## src/rtl/ps_mem_access.sv

```systemverilog
// Data-memory access stage: one req/gnt/rvalid bus transaction per load/store, with lane
// selection, load extension, bus timeout and pipeline stall. Optional: MEM_MISALIGN_CHK_EN.
module ps_mem_access #(
    parameter int unsigned TMO_CYCLES = 255
) (
    input  logic        clk,
    input  logic        reset,
    input  logic        pause,
    input  logic [2:0]  ex_mem_ren,
    input  logic [31:0] ex_mem_radd,
    input  logic [6:0]  ex_mem_rd_add,
    input  logic [2:0]  ex_mem_wen,
    input  logic [31:0] ex_mem_wadd,
    input  logic [31:0] ex_mem_wdata,
    output logic        dbus_req,
    output logic        dbus_we,
    output logic [31:0] dbus_addr,
    output logic [3:0]  dbus_be,
    output logic [31:0] dbus_wdata,
    input  logic        dbus_gnt,
    input  logic        dbus_rvalid,
    input  logic [31:0] dbus_rdata,
    output logic        mem_rd_en,
    output logic [6:0]  mem_rd_add,
    output logic [31:0] mem_rd_data,
    output logic        mem_pause,
    output logic        mem_err,
    output logic [1:0]  dbg_state
);

    localparam logic [1:0] S_IDLE = 2'd0;
    localparam logic [1:0] S_REQ  = 2'd1;
    localparam logic [1:0] S_WAIT = 2'd2;
    localparam logic [1:0] S_RESP = 2'd3;

    localparam logic [1:0] SZ_B = 2'd0;
    localparam logic [1:0] SZ_H = 2'd1;
    localparam logic [1:0] SZ_W = 2'd2;

    localparam logic [15:0] TMO_LAST = 16'(TMO_CYCLES - 1);

    logic [1:0]  state_q, state_d;
    logic [15:0] cnt_q, cnt_d;
    logic [31:0] rd_data_q, rd_data_d;
    logic        err_q, err_d;
    logic [2:0]  type_q;
    logic        we_q;
    logic [31:0] addr_q;
    logic [6:0]  tag_q;
    logic [31:0] wdata_q;
    logic [3:0]  be_q;

    logic        ld_v, st_v, accept, tmo_hit;
    logic [1:0]  size;
    logic [31:0] a_raw, a_al;
    logic [3:0]  be_new;
    logic [31:0] s_rd, ext;

    // Request decode; a load beats a simultaneous store, unused encodings mean "none".
    always_comb begin
        ld_v  = (ex_mem_ren != 3'd0) && (ex_mem_ren <= 3'd5);
        st_v  = (ex_mem_wen != 3'd0) && (ex_mem_wen <= 3'd3);
        a_raw = ld_v ? ex_mem_radd : ex_mem_wadd;
        size  = SZ_W;
        if (ld_v) begin
            case (ex_mem_ren)
                3'd1, 3'd4: size = SZ_B;
                3'd2, 3'd5: size = SZ_H;
                default:    size = SZ_W;
            endcase
        end else begin
            case (ex_mem_wen)
                3'd1:    size = SZ_B;
                3'd2:    size = SZ_H;
                default: size = SZ_W;
            endcase
        end
        case (size)
            SZ_B:    a_al = a_raw;
            SZ_H:    a_al = {a_raw[31:1], 1'b0};
            default: a_al = {a_raw[31:2], 2'b00};
        endcase
        case (size)
            SZ_B:    be_new = 4'b0001 << a_al[1:0];
            SZ_H:    be_new = 4'b0011 << {a_al[1], 1'b0};
            default: be_new = 4'hF;
        endcase
        accept  = (state_q == S_IDLE) && !pause && (ld_v || st_v);
        tmo_hit = (cnt_q == TMO_LAST);
    end

    always_comb begin
        s_rd = dbus_rdata >> {addr_q[1:0], 3'b000};
        case (type_q)
            3'd1:    ext = {{24{s_rd[7]}}, s_rd[7:0]};
            3'd2:    ext = {{16{s_rd[15]}}, s_rd[15:0]};
            3'd4:    ext = {24'h0, s_rd[7:0]};
            3'd5:    ext = {16'h0, s_rd[15:0]};
            default: ext = s_rd;
        endcase
    end

    always_comb begin
        state_d   = state_q;
        cnt_d     = cnt_q;
        rd_data_d = rd_data_q;
        err_d     = 1'b0;
        case (state_q)
            S_IDLE: begin
                if (accept) begin
                    cnt_d   = 16'd0;
                    state_d = S_REQ;
`ifdef MEM_MISALIGN_CHK_EN
                    if ((size == SZ_H && a_raw[0]) || (size == SZ_W && a_raw[1:0] != 2'b00)) begin
                        err_d     = 1'b1;
                        rd_data_d = 32'h0;
                        state_d   = ld_v ? S_RESP : S_IDLE;
                    end
`endif
                end
            end
            S_REQ, S_WAIT: begin
                cnt_d = cnt_q + 16'd1;
                // A response needs a grant first, either earlier (WAIT) or in this same cycle.
                if (dbus_rvalid && (state_q == S_WAIT || dbus_gnt)) begin
                    rd_data_d = we_q ? rd_data_q : ext;
                    state_d   = we_q ? S_IDLE : S_RESP;
                end else if (tmo_hit) begin
                    err_d     = 1'b1;
                    rd_data_d = we_q ? rd_data_q : 32'h0;
                    state_d   = we_q ? S_IDLE : S_RESP;
                end else if (state_q == S_REQ && dbus_gnt) begin
                    state_d = S_WAIT;
                end
            end
            default: begin
                if (!pause) state_d = S_IDLE;
            end
        endcase
    end

    always_ff @(posedge clk or negedge reset) begin
        if (!reset) begin
            state_q   <= S_IDLE;
            cnt_q     <= 16'd0;
            rd_data_q <= 32'h0;
            err_q     <= 1'b0;
            type_q    <= 3'd0;
            we_q      <= 1'b0;
            addr_q    <= 32'h0;
            tag_q     <= 7'h0;
            wdata_q   <= 32'h0;
            be_q      <= 4'h0;
        end else begin
            state_q   <= state_d;
            cnt_q     <= cnt_d;
            rd_data_q <= rd_data_d;
            err_q     <= err_d;
            if (accept) begin
                type_q  <= ld_v ? ex_mem_ren : ex_mem_wen;
                we_q    <= !ld_v;
                addr_q  <= a_al;
                tag_q   <= ex_mem_rd_add;
                wdata_q <= ex_mem_wdata;
                be_q    <= be_new;
            end
        end
    end

    assign dbus_req    = (state_q == S_REQ);
    assign dbus_we     = we_q;
    assign dbus_addr   = {addr_q[31:2], 2'b00};
    assign dbus_be     = be_q;
    assign dbus_wdata  = wdata_q;
    assign mem_rd_en   = (state_q == S_RESP) && !pause;
    assign mem_rd_add  = tag_q;
    assign mem_rd_data = rd_data_q;
    assign mem_pause   = accept || (state_q == S_REQ) || (state_q == S_WAIT);
    assign mem_err     = err_q;
    assign dbg_state   = state_q;

endmodule

```

## config.mk

```make
export PLATFORM = sky130hd
export DESIGN_NAME = ps_mem_access
export DESIGN_NICKNAME = d
export VERILOG_FILES = /design/src/rtl/ps_mem_access.sv
export SDC_FILE = /design/constraint.sdc
export NUM_CORES = 1
export LEC_CHECK = 0
export BUFFER_PORTS_ARGS = -buffer_cell sky130_fd_sc_hd__buf_2
export CORE_MARGIN = 4
export CORE_UTILIZATION = 45
export CTS_BUF_LIST = sky130_fd_sc_hd__clkbuf_8
export DETAILED_ROUTE_END_ITERATION = 6
export PLACE_DENSITY_LB_ADDON = 0.12
export SLEW_MARGIN = 20
export SYNTH_ARGS = -nofsm -noshare
export SYNTH_HDL_FRONTEND = slang
export SYNTH_SLANG_ARGS = --single-unit
```

## constraint.sdc

```tcl
create_clock -name clk -period 3 [get_ports clk]
set_input_delay 0.3 -clock clk [delete_from_list [all_inputs] [get_ports clk]]
set_output_delay 0.3 -clock clk [all_outputs]
set_load 0.02 [all_outputs]
```

==> results.ini <==
[yosys]
async_reset_ff_share_pct=100.0
synthTopCellsByArea=dfrtp_1, nand2_1, buf_4
ys.flop_type=dfrtp_1
yosysSeqAreaShare_pct=49.77
netlist_area_um2=6536
syn_area_per_cell_um2=8.881
syn_inst=736
ys_ff_latch=130
ys_types=54
synth_top_cell_area_share_pct=49.77
ys_warn_count=0
synth_edf_count=0
synth_top_area_cell=dfrtp_1

[grt]
grt_max_degree=61
grt_usage_pct=22.07
grt_pass1_vias=5727
grt_pass1_wl_mm=28.90
antenna_found_initial=0
globalRoute.totalOverflow=0

[timing]
drv_slew=0
setup_tns_ps=0
finalWorstSetupSlack_ps=194.4
whs_ps=46.71
finalCritPeriodShare_pct=93.52
fin_crit_ps=2806
rsz0062_at_grt=no
skew_ps=8.569
max_freq_mhz=356.4
slew_headroom_pct=59.29
setup-violations-final=0
hold_viol=0
worstMarginPinSlew_ps=608.4

[placed_design]
dp_slack_ps=425.4
dp.cells=1110
gp_congestion=0.8569
dpl_cell_area_um2=7781
portBuffers=257
dpl.hpwl_mm=13.52

[cts]
clk_root_buffer_cell=clkbuf_8
clock_sinks=130
worst_skew_pair.late_latency_ps=450
cts_tree=built
clockBufferDepth=2
clk_pin_slew_ps=80
post_cts_buffers=0
cts_buffers=17
cts.htree.levels=4

[routing]
wl_mm=18.10
wl_per_cell_um=15.84
first_iter_violations=317
vias=5833
drcViolationCount=0
first_pass_iters=5
viasPerCell=5.103
ant_nets=0

[floorplanning]
fp.coreArea_um2=14040
fp.dieH_um=128.5
rows=43
io_pins=260
dieArea_um2=16520
die_width_um=128.5
initial_core_util_pct=46.55

[final_layout]
final_cells=1143
final_common_cell=buf_2
antennaDiodeCount=0
finish.instance_area_um2=8210
multi_input_area_um2=2845
post-route-util_pct=58.47
syn_to_final_growth_pct=25.61
drive_above_1_share_pct=32.71
regArea_um2=3253
layout_common_cells=buf_2, nand2_1, dfrtp_1, nor2_1, a31oi_1
fin_nets=1103
fillers=1311

[run]
drv_cap=0

[power_and_ir_drop]
sequentialPowerShare_pct=34.5
swShare_pct=44.55
p_sw_mw=3.867
p_int_mw=4.813
p_per_area_nw_per_um2=1057
leakage_nw=4.187
p_clk_share_pct=18.1
p_total_mw=8.680
irDropWorstVdd_mv=0.5749
share_comb_of_total_power_pct=47.4

[worst_hold_path]
hold_depth=3
hold_class=in2reg

[critical_path]
cp_max_fo=17
critical_path_class=reg2out
worst_r2r_startpoint=dbg_state[0]
critical_path.top_delay_family=simple AND/OR/NAND/NOR gates
max_stage_delay_ps=560
cp_data_arrival_time_ps=2510
path_cells=inv_1 -> ha_2 -> nand2b_1 -> or3_1 -> and2_4 -> nand2_1 -> buf_2
rr_worst_depth=7
cp.depth=7
worstSetupEndpoint=mem_pause
required_ps=2700
crit_slowest_cell=or3_1
crit_path_end_kind=primary output
rr_endpoint=cnt_q[14]
critPathBufInv=2
worst_setup_path_start_kind=register
r2r_slack_ps=460
critPathLaunch=dbg_state[0]

[status]
outcome=finished clean

==> kinds of logic after synthesis <==
kind of cell / Yosys count / share of synthesized area (%)
AOI/OAI and AO/OA: 159 / 16.35
xor gates and xnor gates: 8 / 1.072
adders and majority gates: 7 / 1.340
buffers and inverters: 85 / 6.987
DFF: 130 / 49.77
muxes: 19 / 3.139
other: 1 / 0.05737
and+or+nand+nor: 327 / 21.29
==> worst min path at each step <==
stage                           from             to  slack [ps]
detailed placement             reset       cnt_q[7]         320
finish              ex_mem_rd_add[0]  mem_rd_add[0]          50
floorplan                      reset      addr_q[0]           4
global placement               reset       cnt_q[7]         320
global route         ex_mem_wdata[9]  dbus_wdata[9]          20
CTS                  ex_mem_wdata[3]  dbus_wdata[3]          20
==> registers in the layout (all words and copies together) (netlist names) <==
register     cells
mem_rd_add       7
mem_rd_data     32
dbus_be          4
dbus_wdata      32
addr_q          32
cnt_q           16
dbus_we          1
dbg_state        2
type_q           3
mem_err          1
==> final cells by class <==
| cell class | count | share of cell area [%] |
|---|---|---|
| Sequential cell | 130 | 39.62 |
| Multi-Input combinational cell | 522 | 34.65 |
| Timing Repair Buffer | 272 | 17.60 |
| Clock buffer | 17 | 2.850 |
| Tap cell | 180 | 2.743 |
| Clock inverter | 15 | 2.210 |
| Inverter | 7 | 0.3200 |
==> cell usage after synthesis, types with 12 or more instances <==
cell       count
nand3_1       12
dfrtp_1      130
o2bb2ai_1     16
nor2_1        48
clkbuf_1      37
buf_4         32
o21ai_0       30
a21oi_1       31
mux2i_1       16
a31oi_1       35
nand2_1      220
==> worst register-to-register path, stage by stage (launching register included) <==
cell,delay (ps)
dfrtp_1,440
inv_1,120
ha_2,270
nand2b_1,90
or3_1,560
and3_4,320
or4_1,520
a21oi_1,150
==> per-layer routing <==
layer	global-route usage, %	wire, um	vias up
met3	7.929	1411	21
met5	0	0	-
met1	27.95	7715	2704
met2	35.67	8702	189
li1	-	-	2919
met4	6.794	272	0
==> repair_timing <==
item                                    4_1_cts  5_1_grt
hold buffers                                  1        0
resized for setup                             0        2
hold endpoints to repair                     58        0
endpoints found under the setup margin        0        1
==> power by group through the flow <==
| stage | registers, mW | clock network (mW) | logic [mW] |
|---|---|---|---|
| finish | 2.99 | 1.58 | 4.11 |
| global placement | 3.01 | 0 | 4.11 |
| floorplan | 3.50 | 0 | 2.50 |
| detailed placement | 3.01 | 0 | 4.16 |
| global route | 3.09 | 1.69 | 4.53 |
| CTS | 3.00 | 1.60 | 4.16 |
Note: power is estimated with default switching activity, not from simulation.
